--- src/rtl/slc_mem_bridge.sv ---
// SLC memory/IO bridge: req/ack CPU handshake, wait-stated async SRAM, hex+switch IO window.
// Ports: Clk/Reset; cpu_* handshake; Switches/hex_out IO; ADDR/Data_*/sram_drive/Mem_* to SRAM. Optional: ACCESS_COUNT_EN.
module slc_mem_bridge #(
  parameter int DATA_W                     = 16,
  parameter int CPU_ADDR_W                 = 16,
  parameter int SRAM_ADDR_W                = 20,
  parameter int WAIT_STATES                = 2,
  parameter logic [CPU_ADDR_W-1:0] IO_BASE = 16'hFFF0,
  parameter int NUM_HEX_REGS               = 1,
  parameter logic [CPU_ADDR_W-1:0] SW_ADDR = 16'hFFFF
) (
  input  logic                           Clk,
  input  logic                           Reset,
  input  logic                           cpu_req,
  input  logic                           cpu_we,
  input  logic [CPU_ADDR_W-1:0]          cpu_addr,
  input  logic [DATA_W-1:0]              cpu_wdata,
  output logic [DATA_W-1:0]              cpu_rdata,
  output logic                           cpu_ack,
  output logic                           cpu_busy,
  input  logic [DATA_W-1:0]              Switches,
  output logic [NUM_HEX_REGS*DATA_W-1:0] hex_out,
  output logic [SRAM_ADDR_W-1:0]         ADDR,
  output logic [DATA_W-1:0]              Data_to_SRAM,
  input  logic [DATA_W-1:0]              Data_from_SRAM,
  output logic                           sram_drive,
  output logic                           Mem_CE,
  output logic                           Mem_UB,
  output logic                           Mem_LB,
  output logic                           Mem_OE,
  output logic                           Mem_WE
);

  typedef enum logic [1:0] {
    IDLE,
    SETUP,
    ACCESS,
    DONE
  } state_t;

  state_t state, state_n;

  logic [3:0]              cnt;
  logic                    op_we;
  logic                    op_io;
  logic [DATA_W-1:0]       wdata_q;
  logic [NUM_HEX_REGS-1:0] hex_sel;
  logic                    sw_hit;
  logic                    rdc_hit;
  logic                    wrc_hit;
  logic                    io_hit;
  logic [DATA_W-1:0]       io_rdata;

`ifdef ACCESS_COUNT_EN
  localparam logic [CPU_ADDR_W-1:0] RDC_ADDR = SW_ADDR - CPU_ADDR_W'(2);
  localparam logic [CPU_ADDR_W-1:0] WRC_ADDR = SW_ADDR - CPU_ADDR_W'(1);

  logic [15:0] rd_cnt;
  logic [15:0] wr_cnt;

  assign rdc_hit = (cpu_addr == RDC_ADDR);
  assign wrc_hit = (cpu_addr == WRC_ADDR);
`else
  assign rdc_hit = 1'b0;
  assign wrc_hit = 1'b0;
`endif

  // IO window decode and read mux; holes in the window fall through to SRAM.
  always_comb begin
    hex_sel  = '0;
    io_rdata = '0;
    sw_hit   = (cpu_addr == SW_ADDR);
    for (int i = 0; i < NUM_HEX_REGS; i++) begin
      if (cpu_addr == IO_BASE + CPU_ADDR_W'(i)) begin
        hex_sel[i] = 1'b1;
        io_rdata   = io_rdata | hex_out[i*DATA_W +: DATA_W];
      end
    end
    if (sw_hit) io_rdata = io_rdata | Switches;
`ifdef ACCESS_COUNT_EN
    if (rdc_hit) io_rdata = io_rdata | DATA_W'(rd_cnt);
    if (wrc_hit) io_rdata = io_rdata | DATA_W'(wr_cnt);
`endif
  end

  assign io_hit = (|hex_sel) | sw_hit | rdc_hit | wrc_hit;

  always_comb begin
    state_n = state;
    unique case (state)
      IDLE:    if (cpu_req) state_n = io_hit ? DONE : SETUP;
      SETUP:   state_n = ACCESS;
      ACCESS:  if (cnt == 4'd0) state_n = DONE;
      DONE:    state_n = IDLE;
      default: state_n = IDLE;
    endcase
  end

  // Strobes are purely a function of state and the latched op.
  always_comb begin
    Mem_CE     = 1'b1;
    Mem_OE     = 1'b1;
    Mem_WE     = 1'b1;
    sram_drive = 1'b0;
    cpu_ack    = 1'b0;
    unique case (state)
      SETUP: begin
        Mem_CE     = 1'b0;
        Mem_OE     = op_we;
        sram_drive = op_we;
      end
      ACCESS: begin
        Mem_CE     = 1'b0;
        Mem_OE     = op_we;
        Mem_WE     = ~op_we;
        sram_drive = op_we;
      end
      DONE: begin
        cpu_ack = 1'b1;
        if (!op_io) begin
          // keep chip enabled and bus driven for data hold
          Mem_CE     = 1'b0;
          sram_drive = op_we;
        end
      end
      default: ;
    endcase
  end

  assign Mem_UB       = Mem_CE;
  assign Mem_LB       = Mem_CE;
  assign cpu_busy     = (state != IDLE);
  assign Data_to_SRAM = wdata_q;

  always_ff @(posedge Clk) begin
    if (Reset) begin
      state     <= IDLE;
      cnt       <= '0;
      op_we     <= 1'b0;
      op_io     <= 1'b0;
      wdata_q   <= '0;
      ADDR      <= '0;
      cpu_rdata <= '0;
      hex_out   <= '0;
    end else begin
      state <= state_n;
      unique case (state)
        IDLE: begin
          if (cpu_req) begin
            op_we   <= cpu_we;
            op_io   <= io_hit;
            wdata_q <= cpu_wdata;
            if (!io_hit) begin
              ADDR <= SRAM_ADDR_W'(cpu_addr);
            end else if (cpu_we) begin
              for (int i = 0; i < NUM_HEX_REGS; i++) begin
                if (hex_sel[i]) hex_out[i*DATA_W +: DATA_W] <= cpu_wdata;
              end
            end else begin
              cpu_rdata <= io_rdata;
            end
          end
        end
        SETUP: cnt <= 4'(WAIT_STATES - 1);
        ACCESS: begin
          cnt <= cnt - 4'd1;
          if (cnt == 4'd0 && !op_we) cpu_rdata <= Data_from_SRAM;
        end
        default: ;
      endcase
    end
  end

`ifdef ACCESS_COUNT_EN
  always_ff @(posedge Clk) begin
    if (Reset) begin
      rd_cnt <= '0;
      wr_cnt <= '0;
    end else begin
      if (state == DONE && !op_io) begin
        if (op_we) wr_cnt <= wr_cnt + 16'd1;
        else       rd_cnt <= rd_cnt + 16'd1;
      end
      if (state == IDLE && cpu_req && cpu_we) begin
        if (rdc_hit) rd_cnt <= '0;
        if (wrc_hit) wr_cnt <= '0;
      end
    end
  end
`endif

endmodule

--- config.mk ---
export PLATFORM = sky130hd
export DESIGN_NAME = slc_mem_bridge
export DESIGN_NICKNAME = d
export VERILOG_FILES = /design/src/rtl/slc_mem_bridge.sv
export SDC_FILE = /design/constraint.sdc
export NUM_CORES = 1
export LEC_CHECK = 0
export ABC_AREA = 1
export CAP_MARGIN = 40
export CORE_MARGIN = 4
export CORE_UTILIZATION = 50
export DETAILED_ROUTE_END_ITERATION = 10
export DONT_BUFFER_PORTS = 1
export GPL_ROUTABILITY_DRIVEN = 0
export GPL_TIMING_DRIVEN = 0
export PLACE_DENSITY_LB_ADDON = 0.2
export SETUP_SLACK_MARGIN = 0.3
export SLEW_MARGIN = 10
export SYNTH_ARGS = -nofsm -noshare
export SYNTH_HDL_FRONTEND = slang
export SYNTH_SLANG_ARGS = --single-unit
--- constraint.sdc ---
create_clock -name Clk -period 1.6 [get_ports Clk]
set_input_delay 0.16 -clock Clk [delete_from_list [all_inputs] [get_ports Clk]]
set_output_delay 0.16 -clock Clk [all_outputs]
set_load 0.005 [all_outputs]
## Word-level counts from Yosys, hierarchy flattened

Cells that the tools add are included.

| operators by class | value |
|---|---|
| $lt $le $gt $ge | 0 |
| multiplexer cells | 20 |
| shifts and indexed selects | 0 |
| $mul | 0 |
| add/subtract/negate cells | 1 |
| bitwise gates (word level) | 4 |
| eq/ne operators | 10 |
| divide/modulo/power cells | 0 |
| reduce and logical (&&, ||, !) cells | 13 |

Operators with widths:

| operator | count |
|---|---|
| 16-bit 2-to-1 mux | 6 |
| 16-bit equality test (second input constant) | 2 |
| 16-bit case mux with 2 select lines | 1 |
| 16-bit bitwise OR | 1 |
| 2-bit inequality test (second input constant) | 5 |
| 5-bit AND reduction | 2 |
| 2-bit case mux with 4 select lines | 1 |
| 4-bit case mux with 2 select lines | 1 |
| 1-bit 2-to-1 mux | 6 |
| 2-bit 2-to-1 mux | 3 |
| 2-bit nonzero test | 3 |
| 2-bit equality test (second input constant) | 2 |
| 4-bit zero test | 1 |
| 1-bit case mux with 2 select lines | 2 |
| 2-bit AND reduction | 2 |
| 4-bit by 1-bit subtractor with 4-bit output (second input constant) | 1 |
| 3-bit AND reduction | 1 |
| 2-bit by 1-bit equality test with 1-bit output (second input constant) | 1 |
| 2-bit zero test | 1 |
| 1-bit NOT | 2 |
| 2-bit OR reduction | 1 |
| 1-bit logical AND | 1 |
| 1-bit zero test | 1 |
| 1-bit bitwise OR | 1 |

| storage, ports and cells | value |
|---|---|
| output and inout port bits | 76 |
| register bits after elaboration | 72 |
| memory bits (read-only) | 0 |
| bits of input ports | 68 |
| memories kept | 0 |
| latch bits | 0 |
| RAM bits | 0 |
| logic and storage cells | 56 |

## Longest topological paths before layout

| logic depth | value |
|---|---|
| depth in word-level cells | 8 |
| mapped depth | 11 |

## Least setup slack after synthesis

No wires, ideal clock.

| timing path | value |
|---|---|
| kind | register to register |
| start | reg state[0] |
| end | reg ADDR[10] |
| setup slack | -0.010 ns |
| library setup time | 0.128 ns |
| arrival time | 1.481 ns |
| required time | 1.472 ns |
| stages on the path, launching flop included | 9 |
| cell sequence | dfxtp_1 inv_1 ha_1 nand2_1 inv_2 buf_4 nand3_2 clkbuf_1 a21oi_1 |

| between the ends | value |
|---|---|
| longest elaborated chain between the ends | 2 |

Ends and longest elaborated chain:

| item | line | source |
|---|---|---|
| start, declared | 41 | `state_t state, state_n;` |
| start signal, assigned | 146 | `state <= state_n;` |
| 2-bit zero test | 147 | `unique case (state)` |
| 3-bit AND reduction (no line) | - |  |
| end signal, assigned | 154 | `ADDR <= SRAM_ADDR_W'(cpu_addr);` |
| end, declared | 23 | `output logic [SRAM_ADDR_W-1:0] ADDR,` |

No other way between the ends.
A chain may end at the register's enable or synchronous reset.

## Final worst setup path

| timing path | value |
|---|---|
| start | reg state[0] |
| end | reg hex_out[0] |

| between the ends | value |
|---|---|
| longest elaborated chain between the ends | 2 |

Ends and longest elaborated chain:

| item | line | source |
|---|---|---|
| 2-bit zero test | 147 |  |
| 5-bit AND reduction (no line) | - |  |
| end signal, assigned by index | 157 | `if (hex_sel[i]) hex_out[i*DATA_W +: DATA_W] <= cpu_wdata;` |
| end, declared | 22 | `output logic [NUM_HEX_REGS*DATA_W-1:0] hex_out,` |

No other way between the ends.

==> results.py <==
metrics = {
    "timing": {
        "hold_violations": 0,
        "fmax_mhz": 587,
        "maxSlewViolCount": 0,
        "clock_skew_ns": 0.00802,
        "fin_tns_setup_ns": -1.39,
        "rsz0062_at_grt": "true",
        "worst_slack_ns": -0.104,
        "fin_crit_ns": 1.70,
        "period_share": 1.07,
        "worst_pin_slew_ns": 0.879,
        "slew_headroom": 0.414,
        "setup_violations": 36,
    },
    "routing": {
        "viasPerCell": 5.64,
        "drcViolationCount": 0,
        "antenna_left": 0,
        "drt_pre_antenna_iters": 5,
        "wl_per_cell_um": 19.4,
        "wl_um": 13300,
        "drt_iter0_markers": 269,
        "routed-via-count": 3847,
    },
    "cts": {
        "cts_buffers": 9,
        "cts-htree-levels": 3,
        "clock_sinks": 72,
        "path_clk_slew_ns": 0.08,
        "clock_latency_ns": 0.35,
        "clock_path_buffers": 2,
        "cts_root_buf": "clkbuf_8",
        "cts_tree": "yes",
    },
    "worst_setup_path": {
        "path_max_fanout": 3,
        "cp.arrival_ns": 1.94,
        "rrSetupSlack_ns": -0.10,
        "critical_path_class": "flop to flop",
        "cp.required_ns": 1.84,
        "cp-end-kind": "flop",
        "critPathLaunchType": "flop",
    },
    "floorplanning": {
        "die-area_mm2": 0.00826,
        "die_h_um": 90.9,
        "fp-row-count": 29,
        "io_pins": 144,
        "start_util": 0.529,
        "die_w_um": 90.9,
        "core_mm2": 0.00649,
    },
    "power": {
        "pwr-share-comb": 0.510,
        "intPower_uw": 5340,
        "p_per_area_mw_per_mm2": 1760,
        "p_sw_uw": 3670,
        "seqPwrFrac": 0.314,
        "p_leak_uw": 0.00230,
        "max-vdd-ir-drop_mv": 1.47,
        "swShare": 0.407,
        "fin_total_pwr_uw": 9010,
        "p_clk_frac": 0.175,
    },
    "yosys": {
        "synth.most_common_cell": "nand2_1",
        "synth_top_area_cell": "dfxtp_1",
        "syn_area_mm2": 0.00343,
        "syn_inst": 519,
        "synthTopCellsByArea": "dfxtp_1, nand2_1, nor2_1",
        "syn_area_per_cell_um2": 6.62,
        "synthArstFlopShare": 0,
        "ys_types": 29,
        "synth_edf_count": 0,
        "synth_top_area_frac": 0.420,
        "seq_area_frac_synth": 0.420,
        "yosys_warnings": 0,
        "synth_ff_type": "dfxtp_1",
        "synth_common_cells": "nand2_1, nor2_1, dfxtp_1",
        "ys_seq_elements": 72,
    },
    "global_routing": {
        "grt_max_degree": 14,
        "grt.total_usage": 0.282,
        "grt_overflow_total": 0,
        "grt_pass1_vias": 3769,
        "antenna_found_initial": 0,
        "grt_pass1_wl_um": 18700,
    },
    "worst_hold_path": {
        "hp-class": "primary input to flop",
    },
    "cells_and_area": {
        "nNetsFinal": 673,
        "n_fill_cell": 427,
        "n_antenna_cell": 0,
        "multiInputGateArea_mm2": 0.00207,
        "syn_to_final_growth_pct": 49.5,
        "drive_above_1_share": 0.317,
        "register_area_mm2": 0.00145,
    },
    "place": {
        "dp_slack_ns": -0.0268,
        "portBuffers": 0,
        "place_hpwl_um": 7480,
    },
    "status": {
        "status": "complete, but fails checks",
        "violations": "setup timing",
    },
    "flow_run": {
        "cap_violations": 0,
    },
}
power groups by stage:
stage                     clock network (µW)  registers [µW]  logic [µW]
final                                   1580            2830        4600
after global routing                    1660            2880        4950
after CTS                               1570            2720        3600
after detailed placement                   0            2750        2490
after global placement                     0            2740        2400
after floorplan                            0            2640        2030
metrics by stage:
| step | util | hold slack [ns] | std cells | instance area, µm² |
|---|---|---|---|---|
| 3_5_place_dp | 0.557 | 0.234 | 599 | 3620 |
| 5_1_grt | 0.790 | 0.0154 | 682 | 5130 |
| 4_1_cts | 0.723 | 0.0000857 | 672 | 4700 |
| 3_3_place_gp | 0.557 | 0.230 | 599 | 3620 |
| 2_1_floorplan | - | 0.229 | 522 | 3520 |
| 6_report | 0.790 | 0.00326 | 682 | 5130 |
worst max-delay path, stage by stage (launching register included):
cell,delay (ns)
dfxtp_4,0.37
inv_6,0.08
ha_4,0.18
nand2_4,0.07
inv_4,0.05
nand4_1,0.23
buf_4,0.24
buf_4,0.13
o21ai_1,0.19
a21oi_2,0.04
final timing paths:
kind                                          to           from  cells past startpoint
worst max-delay path                  hex_out[0]       state[0]                      9
worst min-delay path            Data_to_SRAM[14]  cpu_wdata[14]                      2
worst max register to register        hex_out[0]       state[0]                      9
worst min register to register           ADDR[5]        ADDR[5]                      2
layout by cell type, fill, tap and decap left out, types with 4 or more instances in the layout:
master and n:
a21oi_1 23, a21oi_2 15, buf_4 19, buf_6 21, buf_8 9, clkbuf_1 7, clkbuf_8 12, conb_1 4
dfxtp_1 70, dlygate4sd3_1 34, inv_1 61, inv_2 4, nand2_1 123, nand2_2 12, nand2_4 4, nand3_1 17
nor2_1 46, nor2_2 11, nor2_4 19, o21ai_0 16, o21ai_2 29, o21ai_4 6
routing by layer:
layer / vias up / global-route usage / wire, µm
met4: 0 / 0.113 / 573
li1: 1765 / - / -
met5: - / 0 / 0
met1: 1812 / 0.321 / 4880
met3: 59 / 0.0808 / 1140
met2: 211 / 0.496 / 6670
cell families (layout without fill, tap and decap cells):
logic type,after synthesis,count (layout),share of synthesized area
AND/OR/NAND/NOR,243,243,0.291
buffers and inverters,102,185,0.126
AO/OA/AOI/OAI,96,96,0.143
flip-flops,72,72,0.420
adder cells (fa/ha/maj),5,5,0.0182
other,1,4,0.00109
cell type report:
type | instances | area share
Sequential cell | 72 | 0.282
Buffer | 32 | 0.0629
Inverter | 70 | 0.0551
Tap cell | 77 | 0.0188
Clock buffer | 11 | 0.0295
Clock inverter | 5 | 0.0122
Timing Repair Buffer | 67 | 0.136
Multi-Input combinational cell | 348 | 0.403
flip-flops by register name (all words and copies together) (netlist names):
signal	flops
state	2
ADDR	16
cnt	4
op_we	1
Data_to_SRAM	16
op_io	1
hex_out	16
cpu_rdata	16
repair_timing:
item                                   4_1_cts  5_1_grt
setup endpoints to repair                   69       79
hold buffers                                31        3
buffers inserted                            19        7
pin swaps                                   19       17
gates resized for setup                    122      103
gates cloned                                 7        0
endpoints found under the hold margin       44        3
(Power assumes the default switching activity.)
